$ cat config.mk
export PLATFORM = sky130hd
export DESIGN_NAME = irq_controller
export DESIGN_NICKNAME = d
export VERILOG_FILES = /design/src/rtl/irq_pkg.sv /design/src/rtl/irq_prio_enc.sv /design/src/rtl/irq_controller.sv
export SDC_FILE = /design/constraint.sdc
export NUM_CORES = 1
export LEC_CHECK = 0
export CORE_MARGIN = 2
export CORE_UTILIZATION = 39
export DETAILED_ROUTE_END_ITERATION = 16
export PLACE_DENSITY = 0.79
export SYNTH_ARGS = -nofsm -noshare
export SYNTH_HDL_FRONTEND = slang
export SYNTH_SLANG_ARGS = --single-unit
$ cat constraint.sdc
create_clock -name clk -period 1.5 [get_ports clk]
set_input_delay 0.45 -clock clk [delete_from_list [all_inputs] [get_ports clk]]
set_output_delay 0.45 -clock clk [all_outputs]
set_load 0.02 [all_outputs]
$ cat src/rtl/irq_pkg.sv
// Shared types and constants for the platform interrupt controller.
package irq_pkg;

  typedef enum logic [1:0] {
    IDLE    = 2'd0,
    REQ     = 2'd1,
    SERVICE = 2'd2
  } irq_state_e;

  localparam logic [31:0] MCAUSE_IRQ_BASE = 32'h8000_0010;

  // Ceiling log2, used to confirm the id width can name every source.
  function automatic int clog2(input int n);
    int r;
    int v;
    r = 0;
    v = 1;
    while (v < n) begin
      v = v << 1;
      r = r + 1;
    end
    return r;
  endfunction

endpackage

$ cat src/rtl/irq_prio_enc.sv
// Lowest-index-first priority encoder: index 0 has the highest priority.
module irq_prio_enc
  import irq_pkg::*;
#(
  parameter int NUM_SRC = 8,
  parameter int ID_W    = 3
) (
  input  logic [NUM_SRC-1:0] req_i,
  output logic [ID_W-1:0]    id_o,
  output logic               valid_o
);

  // Scan from the top down so the lowest set index is the last one written.
  always_comb begin
    id_o    = '0;
    valid_o = 1'b0;
    for (int i = NUM_SRC - 1; i >= 0; i--) begin
      if (req_i[i]) begin
        id_o    = ID_W'(i);
        valid_o = 1'b1;
      end
    end
  end

endmodule

$ cat src/rtl/irq_controller.sv
// Platform interrupt controller: edge/level capture, fixed-priority
// arbitration and a request/acknowledge/return handshake with the CSR unit.
//
// state   | meaning
// --------+-----------------------------------------------------------
// IDLE    | no request outstanding; arbitrate when global_ie is set
// REQ     | interrupt raised, irq_id frozen, waiting for interrupt_taken
// SERVICE | trap handler running; no nesting, waiting for irq_done
module irq_controller
  import irq_pkg::*;
#(
  parameter int          NUM_SRC     = 8,
  parameter int          ID_W        = 3,
  parameter logic [31:0] MCAUSE_BASE = MCAUSE_IRQ_BASE
) (
  input  logic               clk,
  input  logic               rst,
  input  logic [NUM_SRC-1:0] irq_src,
  input  logic [NUM_SRC-1:0] irq_edge_sel,
  input  logic [NUM_SRC-1:0] irq_enable,
  input  logic               global_ie,
  input  logic               interrupt_taken,
  input  logic [31:0]        pc_address,
  input  logic               irq_done,
  output logic               interrupt,
  output logic [ID_W-1:0]    irq_id,
  output logic               in_service,
  output logic [31:0]        mepc,
  output logic [31:0]        mcause
);

  if (ID_W < clog2(NUM_SRC)) begin : g_id_w_check
    $error("irq_controller: ID_W too narrow for NUM_SRC");
  end

  irq_state_e         state_q;
  logic [NUM_SRC-1:0] irq_src_q;
  logic [NUM_SRC-1:0] edge_pend_q;
  logic [NUM_SRC-1:0] edge_pend_d;
  logic [NUM_SRC-1:0] edge_set;
  logic [NUM_SRC-1:0] edge_clr;
  logic [NUM_SRC-1:0] cand;
  logic [ID_W-1:0]    win_id;
  logic               win_valid;
  logic               ack;
  logic               interrupt_q;
  logic [ID_W-1:0]    irq_id_q;
  logic               in_service_q;
  logic [31:0]        mepc_q;
  logic [31:0]        mcause_q;

  assign ack = (state_q == REQ) && interrupt_taken;

  // Edge detect, clear-on-ack and set-wins merge for the pending register.
  always_comb begin
    edge_set    = irq_edge_sel & irq_src & ~irq_src_q;
    edge_clr    = ack ? (NUM_SRC'(1) << irq_id_q) : '0;
    edge_pend_d = (edge_pend_q & ~edge_clr) | edge_set;
    cand        = (edge_pend_q | (irq_src_q & ~irq_edge_sel)) & irq_enable;
  end

  irq_prio_enc #(
    .NUM_SRC (NUM_SRC),
    .ID_W    (ID_W)
  ) u_prio_enc (
    .req_i   (cand),
    .id_o    (win_id),
    .valid_o (win_valid)
  );

  // Source sampler; loads during reset too so lines already high at release
  // do not look like fresh edges.
  always_ff @(posedge clk) begin
    irq_src_q <= irq_src;
  end

  // Pending edges; kept while a source is masked, cleared only on its ack.
  always_ff @(posedge clk) begin
    if (rst) begin
      edge_pend_q <= '0;
    end else begin
      edge_pend_q <= edge_pend_d;
    end
  end

  // Request/acknowledge/return sequencing with registered outputs.
  always_ff @(posedge clk) begin
    if (rst) begin
      state_q      <= IDLE;
      interrupt_q  <= 1'b0;
      irq_id_q     <= '0;
      in_service_q <= 1'b0;
      mepc_q       <= '0;
      mcause_q     <= '0;
    end else begin
      case (state_q)
        IDLE: begin
          if (global_ie && win_valid) begin
            irq_id_q    <= win_id;
            interrupt_q <= 1'b1;
            state_q     <= REQ;
          end
        end
        REQ: begin
          // The request is never withdrawn; only the ack moves us on.
          if (interrupt_taken) begin
            interrupt_q  <= 1'b0;
            in_service_q <= 1'b1;
            mepc_q       <= pc_address;
            mcause_q     <= MCAUSE_BASE + 32'(irq_id_q);
            state_q      <= SERVICE;
          end
        end
        SERVICE: begin
          // A lingering registered ack here is expected and ignored.
          if (irq_done) begin
            in_service_q <= 1'b0;
            state_q      <= IDLE;
          end
        end
        default: begin
          state_q <= IDLE;
        end
      endcase
    end
  end

  assign interrupt  = interrupt_q;
  assign irq_id     = irq_id_q;
  assign in_service = in_service_q;
  assign mepc       = mepc_q;
  assign mcause     = mcause_q;

endmodule
======== Yosys cells after proc, flatten, opt, wreduce, memory -nomap -nowiden ========
Index checks and enable logic that the tools add are counted.
storage, ports and cells
  bits in registers ....................... 87
  input port bits ......................... 61
operators by class
  $add $sub $neg .......................... 1
  equality and inequality tests ........... 5
  shift-type cells ........................ 1
  mux-type cells .......................... 27
  bitwise logic cells ..................... 10
  reductions and logical operators ........ 10
operators with widths
  kind                                                               number
  8-bit AND                                                          5
  32-bit by 3-bit adder with 32-bit output, first input constant     1
  3-bit two-way mux                                                  8
  8-bit inverter                                                     3
  8-bit OR                                                           2
  1-bit two-way mux                                                  12
  3-bit AND reduction                                                3
  8-bit two-way mux                                                  1
  1-bit by 3-bit left shift with 8-bit output, first input constant  1
  2-bit two-way mux                                                  3
  2-bit inequality test, second input constant                       3
  2-bit case mux with 3 select lines                                 1
  1-bit case mux with 2 select lines                                 2
  2-bit AND reduction                                                2
  2-bit nonzero test                                                 2
  2-bit by 1-bit == test with 1-bit output, second input constant    1
  2-bit == test, second input constant                               1
  1-bit logical AND                                                  2
  2-bit logical NOT                                                  1

======== Depth between registers and ports, before layout ========
Gate-level depths: netlist (run 1).
  depth in word-level cells ............... 15
  mapped depth ............................ 6
  mapped depth without buffers ............ 5

======== Cells and area by module ========
Synthesis (run 1) repeated with hierarchy kept, for this count alone.
unflattened totals
  cells, all modules ...................... 292
  area, all modules ....................... 2452.4 µm²
by module, submodules not included
  module          instances  cells an instance  area each (µm²)
  irq_controller  1          279                2372.3
  irq_prio_enc    1          13                 80.1

======== Worst setup path before layout (run 1) ========
Ideal clock, no wire load.
  path type ............................... input-to-reg
  start ................................... in interrupt_taken
  end ..................................... reg edge_pend_q[1]
  setup time .............................. 132 ps
  arrival time ............................ 1198 ps
  required time ........................... 1368 ps
  slack ................................... 170 ps
  stages .................................. 6
  buffers on the path ..................... 1
  cells stage by stage .................... nor2b_2 > and2_4 > buf_12 > nand2_4 > o31ai_2 > a21oi_1
between the ends
  longest elaborated chain between the ends .. 5
RTL lines
  item                  RTL line              text
  start, declared       irq_controller.sv:22  input logic interrupt_taken,
  1-bit logical AND     irq_controller.sv:52  assign ack = (state_q == REQ) && interrupt_taken;
  8-bit two-way mux     irq_controller.sv:57  edge_clr = ack ? (NUM_SRC'(1) << irq_id_q) : '0;
  8-bit inverter        irq_controller.sv:58  edge_pend_d = (edge_pend_q & ~edge_clr) | edge_set;
  8-bit AND             irq_controller.sv:58
  8-bit OR              irq_controller.sv:58
  end signal, assigned  irq_controller.sv:82  edge_pend_q <= edge_pend_d;
  end, declared         irq_controller.sv:38  logic [NUM_SRC-1:0] edge_pend_q;
No other way between the ends.
A chain may end at the register's enable or synchronous reset.

======== Worst setup path in the final report (run 1) ========
  start ................................... reg interrupt_q, in the netlist interrupt
  end ..................................... out interrupt
RTL lines
  item                    RTL line               text
  start, declared         irq_controller.sv:46   logic interrupt_q;
  start signal, assigned  irq_controller.sv:90   interrupt_q <= 1'b0;
  start signal, assigned  irq_controller.sv:100  interrupt_q <= 1'b1;
  start signal, assigned  irq_controller.sv:107  interrupt_q <= 1'b0;
  end, declared           irq_controller.sv:25   output logic interrupt,
No word-level cell between the ends.

==> results by group, run 1 <==
GRT
  – Initial antenna violation count: 0
  – Largest net degree at the start of global routing: 32
  – Global-route wire length before repair: 10100 um
  – Vias in the first global route: 2148
  – GR Overflow Total: 0
  – Tot GR Track Use: 17.6%

Setup path
  – CP startpoint: interrupt
  – WP data required: 1050 ps
  – Flop2flop setup slack: 190 ps
  – Element type at the critical path end: primary output
  – Worst EP arrival: 1010 ps
  – Crit path launch type: flop
  – Crit path max-delay cell type: dfxtp_1
  – Reg2reg start: irq_src_q[6]
  – Reg-to-Reg End: irq_id[1]
  – Max incr delay on CP: 350 ps
  – Setup Crit Path Kind: flop to primary output
  – Largest delay contributor family on the critical path: flip-flops
  – CP Cell Sequence: dlygate4sd2_1
  – Max FO, Critical Path: 2
  – Stages on the worst setup path: 1
  – Buf+Inv Stages, Crit Path: 1
  – Worst R2R Path Depth: 5

STA
  – RSZ-0062 raised after global routing: no
  – Final setup violation count: 0
  – Clock Skews: 6.97 ps
  – Final hold vios: 0
  – Max Slew Vio Count: 0
  – Final Critical Period: 1460 ps
  – Final Cycle Share: 97.3%
  – Final setup TNS: 0 ps
  – Fmax: 685 MHz
  – Hold slack: 387 ps

Routing
  – # DRC: 0
  – Antenna-violating nets left: 0
  – Via count: 2246
  – Pre-antenna DRT Iters: 4
  – Via density: 4.67
  – Post-Route WL: 6090 um
  – Iter 0 DRT Violations: 104
  – Drt wl/cell: 12.7 um

Final layout
  – Share of layout cells above drive strength 1: 14.1%
  – Inserted Diodes: 0
  – Layout area overhead: 49.0%
  – Most common cell after layout, fill and taps aside: nand2_1
  – Commonest non-fill, non-tap cells in the layout: nand2_1, dfxtp_1, clkdlybuf4s50_1
  – Final Core Density: 59.6%
  – Final #Nets: 460
  – Fillers: 565

Job
  – Max-Cap Viols: 0

Floorplan
  – Initial Util: 40.0%
  – IO Pins: 130
  – Vert. Die Dim: 84.2 um
  – Area of the core: 6280 um2
  – Die Width: 84.2 um
  – Row count: 29
  – DIE AREA: 7100 um2

Synthesis
  – Synth unique cells: 33
  – Seq cells post-synth: 59
  – Synthesis warning total: 0
  – Top-area cell type share of the netlist area: 47.0%
  – Area contributors post-synth: dfxtp_1, nand2_1, buf_4, a21oi_1, a21oi_2
  – Cells after synthesis: 289
  – Synth Area per Inst: 8.69 um2
  – Area leader, netlist: dfxtp_1
  – Seq/Total Area, Yosys: 47.0%
  – Mapped Area: 2510 um2

CTS
  – Num CTS Buffers: 9
  – Clk slew on worst S/H paths: 70 ps
  – CTS tree: yes
  – Max Buffers Root-to-Sink: 2
  – Skew-Pair Late Insertion Delay: 320 ps
  – Max H-tree Level: 3
  – # clock sinks: 59
  – Root Driver: clkbuf_8

Placement
  – Port Buffers: 102
  – DP HPWL: 4450 um
  – GPL Wtd Cong: 0.823

Worst hold path
  – Hold Path Class: input pin to flop
  – Hold-critical path depth: 2
  – Worst hold start: rst
  – Worst Hold End: edge_pend_q[1]

Run status
  – Status: completed

Power and ir drop
  – Static Leak: 1.63 nW
  – Power density over the cells: 1030 nW/um2
  – Max IR drop VDD: 0.000979 V
## synth_stat cells, drive strengths merged
cell    count
a21oi      47
a22oi       1
a41oi       2
and2        1
and4b       1
buf        37
clkbuf      4
conb        1
dfxtp      59
mux2i       2
nand2      78
nand2b      6
nand3b      8
nor2        6
nor2b      10
nor3        1
o211a       1
o211ai      1
o21a        3
o21ai      17
o31ai       2
or3b        1
## worst max path at each step
stage | slack, ps | end
4_1_cts | 10 | irq_id[0]
3_5_place_dp | -410 | irq_id[1]
2_1_floorplan | 170 | edge_pend_q[1]
5_1_grt | 0.6 | mepc[15]
3_3_place_gp | -340 | irq_id[1]
6_report | 40 | interrupt
## layer usage
metal	up-vias	GRT usage (%)	routed length, um
met4	0	7.48	101
met5	-	0	0
met3	9	4.72	388
met1	1033	21.3	2600
met2	81	29.7	3000
li1	1123	-	-
## flip-flops by register name, indices dropped and copies added (netlist names)
signal,count
mepc,32
mcause,4
irq_id,3
irq_src_q,8
in_service,1
edge_pend_q,8
interrupt,1
state_q,2
## cells by family (layout without fill, tap and decap cells)
group	Yosys count	count (layout)	share of synthesized area [%]
flops	59	59	47.0
other cells	1	27	0.149
simple gates	112	112	21.3
buf+inv	41	130	12.3
mux	2	2	0.797
compound gates	74	74	18.4
## area by class of cell
class,instances,area (um2),area share [%]
clock buffer,11,141,3.78
clock inverter,5,52.6,1.40
multi-input combinational,215,1160,31.1
sequential,59,1180,31.6
tap,77,96.3,2.57
timing repair buffer,114,1110,29.6
## through the flow
step | area [um2] | power, mW | worst slack [ps] | instances
after floorplan | 2610 | 2.20 | 170 | 315
after global placement | 3510 | 2.50 | -344 | 463
after detailed placement | 3510 | 2.51 | -408 | 463
after CTS | 3670 | 3.91 | 9.72 | 479
after global routing | 3740 | 4.05 | 0.642 | 481
final | 3740 | 3.86 | 40.7 | 481
## repair_timing
action | in CTS | in global routing
pin swaps | 0 | 12
gates resized for setup | 47 | 21
setup endpoints to repair | 45 | 48
hold buffers | 0 | 0
hold endpoints to repair | 0 | 0
buffers inserted | 0 | 2
gates cloned | 0 | 0
## power by group
part / leakage [nW] / switching [mW] / internal [mW]
clock: 0.0991 / 0.608 / 0.805
combinational: 1.05 / 0.398 / 0.342
sequential: 0.482 / 0.0527 / 1.66
No activity file was read; power rests on OpenSTA's default activity.
==> inputs of run 2 (changes only) <==
--- a/config.mk
+++ b/config.mk
@@ -5,6 +5,7 @@
 export SDC_FILE = /design/constraint.sdc
 export NUM_CORES = 1
 export LEC_CHECK = 0
+export CORE_ASPECT_RATIO = 2
 export CORE_MARGIN = 2
 export CORE_UTILIZATION = 39
 export DETAILED_ROUTE_END_ITERATION = 16
==> results by group, run 2 (same netlist as run 1, synthesis figures left out) <==
Final layout
  – Number of flip-flops in the largest register: 32 (unchanged)
  – Inserted Diodes: 0 (unchanged)
  – Final #Nets: 462 (+0.43%)
  – Commonest non-fill, non-tap cells in the layout: nand2_1, dfxtp_1, clkdlybuf4s50_1
  – Most common cell after layout, fill and taps aside: nand2_1
  – Layout area overhead: 55.3%
  – Final Core Density: 62.3% (+2.7 points)
  – Share of layout cells above drive strength 1: 14.0% (-0.070 points)

Routing
  – Iter 0 DRT Violations: 100 (-3.8%)
  – Via density: 4.67 (about the same)
  – Post-Route WL: 6600 um (+8.3%)
  – Antenna-violating nets left: 0 (unchanged)
  – Via count: 2297 (+2.3%)
  – # DRC: 0 (unchanged)
  – Drt wl/cell: 13.4 um (+5.9%)
  – Pre-antenna DRT Iters: 4 (unchanged)

CTS
  – Skew-Pair Late Insertion Delay: 320 ps (about the same)
  – CTS tree: yes
  – Num CTS Buffers: 9 (unchanged)
  – Max Buffers Root-to-Sink: 2 (unchanged)
  – Max H-tree Level: 3 (unchanged)
  – # clock sinks: 59 (unchanged)
  – Root Driver: clkbuf_16
  – Clk slew on worst S/H paths: 50 ps (-20 ps)

Setup path
  – Crit path launch type: flop
  – Worst R2R Path Depth: 6 (+1)
  – Max incr delay on CP: 370 ps (+20 ps)
  – Max FO, Critical Path: 2 (unchanged)
  – Worst EP arrival: 1010 ps (about the same)
  – Largest delay contributor family on the critical path: buffers and inverters
  – WP data required: 1050 ps (about the same)
  – Setup Crit Path Kind: flop to primary output
  – Buf+Inv Stages, Crit Path: 1 (unchanged)
  – Stages on the worst setup path: 1 (unchanged)
  – Element type at the critical path end: primary output
  – Crit path max-delay cell type: dlygate4sd2_1
  – CP Cell Sequence: dlygate4sd2_1

Power and ir drop
  – Sw Share: 24.6% (-2.8 points)
  – Static Leak: 1.70 nW (+4.1%)
  – Total power draw: 4.56 mW (+18%)
  – Clock network power share: 45.6% (+9.0 points)
  – Share of total power in sequential cells: 37.6% (-6.6 points)
  – Internal: 3.44 mW (+23%)
  – Comb power frac: 16.8% (-2.4 points)
  – Switching power: 1.12 mW (+5.8%)
  – Power density over the cells: 1170 nW/um2 (+13%)
  – Max IR drop VDD: 0.000778 V (-21%)

GRT
  – Met3 Use GR: 5.27% (+0.55 points)
  – Vias in the first global route: 2164 (+0.74%)
  – Tot GR Track Use: 18.7% (+1.1 points)
  – Most Used Layer, Global Route: met2
  – Global-route wire length before repair: 10000 um (-0.42%)
  – Largest net degree at the start of global routing: 46 (+44%)
  – Initial antenna violation count: 0 (unchanged)
  – Met1 Resource Use GR: 18.5% (-2.8 points)
  – GR Overflow Total: 0 (unchanged)
  – GR Util met2: 32.4% (+2.7 points)

Placement
  – GPL Wtd Cong: 0.882 (+7.2%)
  – Pre-CTS setup slack: -412 ps (-4.82 ps)
  – Port Buffers: 102 (unchanged)
  – DP HPWL: 4720 um (+6.2%)

STA
  – Final Critical Period: 1460 ps (+1.22 ps)
  – Worst setup margin: 39.5 ps (-1.22 ps)
  – Final setup violation count: 0 (unchanged)
  – Max Slew Vio Count: 0 (unchanged)
  – Fmax: 685 MHz (about the same)
  – Clock Skews: 5.86 ps (-1.11 ps)
  – Final Cycle Share: 97.4% (about the same)
  – RSZ-0062 raised after global routing: no
  – Final hold vios: 0 (unchanged)
  – Final setup TNS: 0 ps (unchanged)

Floorplan
  – Vert. Die Dim: 117 um (+39%)
  – IO Pins: 130 (unchanged)
  – Area of the core: 6260 um2 (-0.30%)
  – Row count: 41 (+41%)
  – Die Width: 60.7 um (-28%)
  – Initial Util: 40.1% (+0.12 points)
  – DIE AREA: 7140 um2 (+0.55%)

Run status
  – Status: completed

Job
  – Max-Cap Viols: 0 (unchanged)

Worst hold path
  – Hold-critical path depth: 3 (+1)
  – Hold Path Class: input pin to flop
run 2: changes by cell type in the layout (fill, tap and decap cells not counted), sizes merged:
cell / before / now
clkbuf: 11 / 17
clkinv: 3 / 0
dlygate4sd2: 36 / 39
clkdlybuf4s15: 6 / 4
buf: 13 / 14
clkdlybuf4s50: 51 / 50
clkinvlp: 1 / 0
dlymetal6s2s: 8 / 7
run 2: final cells by class:
cell class / instances / area, um2
clock inverter: 1 / 30.0
clock buffer: 15 / 278
sequential: 59 / 1180
fill: 577 / 2360
multi-input combinational: 215 / 1160
tap: 86 / 108
timing repair buffer: 116 / 1140
run 2: metrics by stage:
stage	area (um2)	cells	hold slack (ps)
floorplan	2610	315	446
global route	3900	492	450
global placement	3540	473	441
finish	3900	492	441
CTS	3830	489	429
detailed placement	3540	473	446
run 2: path summary, 6_finish.rpt:
check	slack, ps	startpoint	to
worst min-delay path	440	irq_edge_sel[0]	edge_pend_q[0]
worst min register to register	450	mepc[19]	mepc[19]
worst max-delay path	40	mepc[29]	mepc[29]
worst max register to register	180	irq_src_q[4]	irq_id[0]
run 2: repair_timing:
item,4_1_cts,5_1_grt
endpoints found under the setup margin,64,45
gates resized for setup,53,15
gates cloned,0,1
setup buffers,0,2
endpoints found under the hold margin,0,0
hold buffers,0,0
pin swaps,4,10
run 2: routing by layer:
metal  part of all wire [%]  wire (um)  vias up
met5                      0          0        -
met4                    3.4        226        0
met3                    6.0        398       18
met2                     56       3680      104
met1                     35       2300     1044
li1                       -          -     1131
run 2: power groups by stage:
stage | Clock [mW] | Combinational, mW | Sequential (mW)
floorplan | 0 | 0.384 | 1.82
global placement | 0 | 0.770 | 1.74
detailed placement | 0 | 0.779 | 1.74
CTS | 2.11 | 0.747 | 1.71
global route | 2.18 | 0.828 | 1.72
finish | 2.08 | 0.767 | 1.71
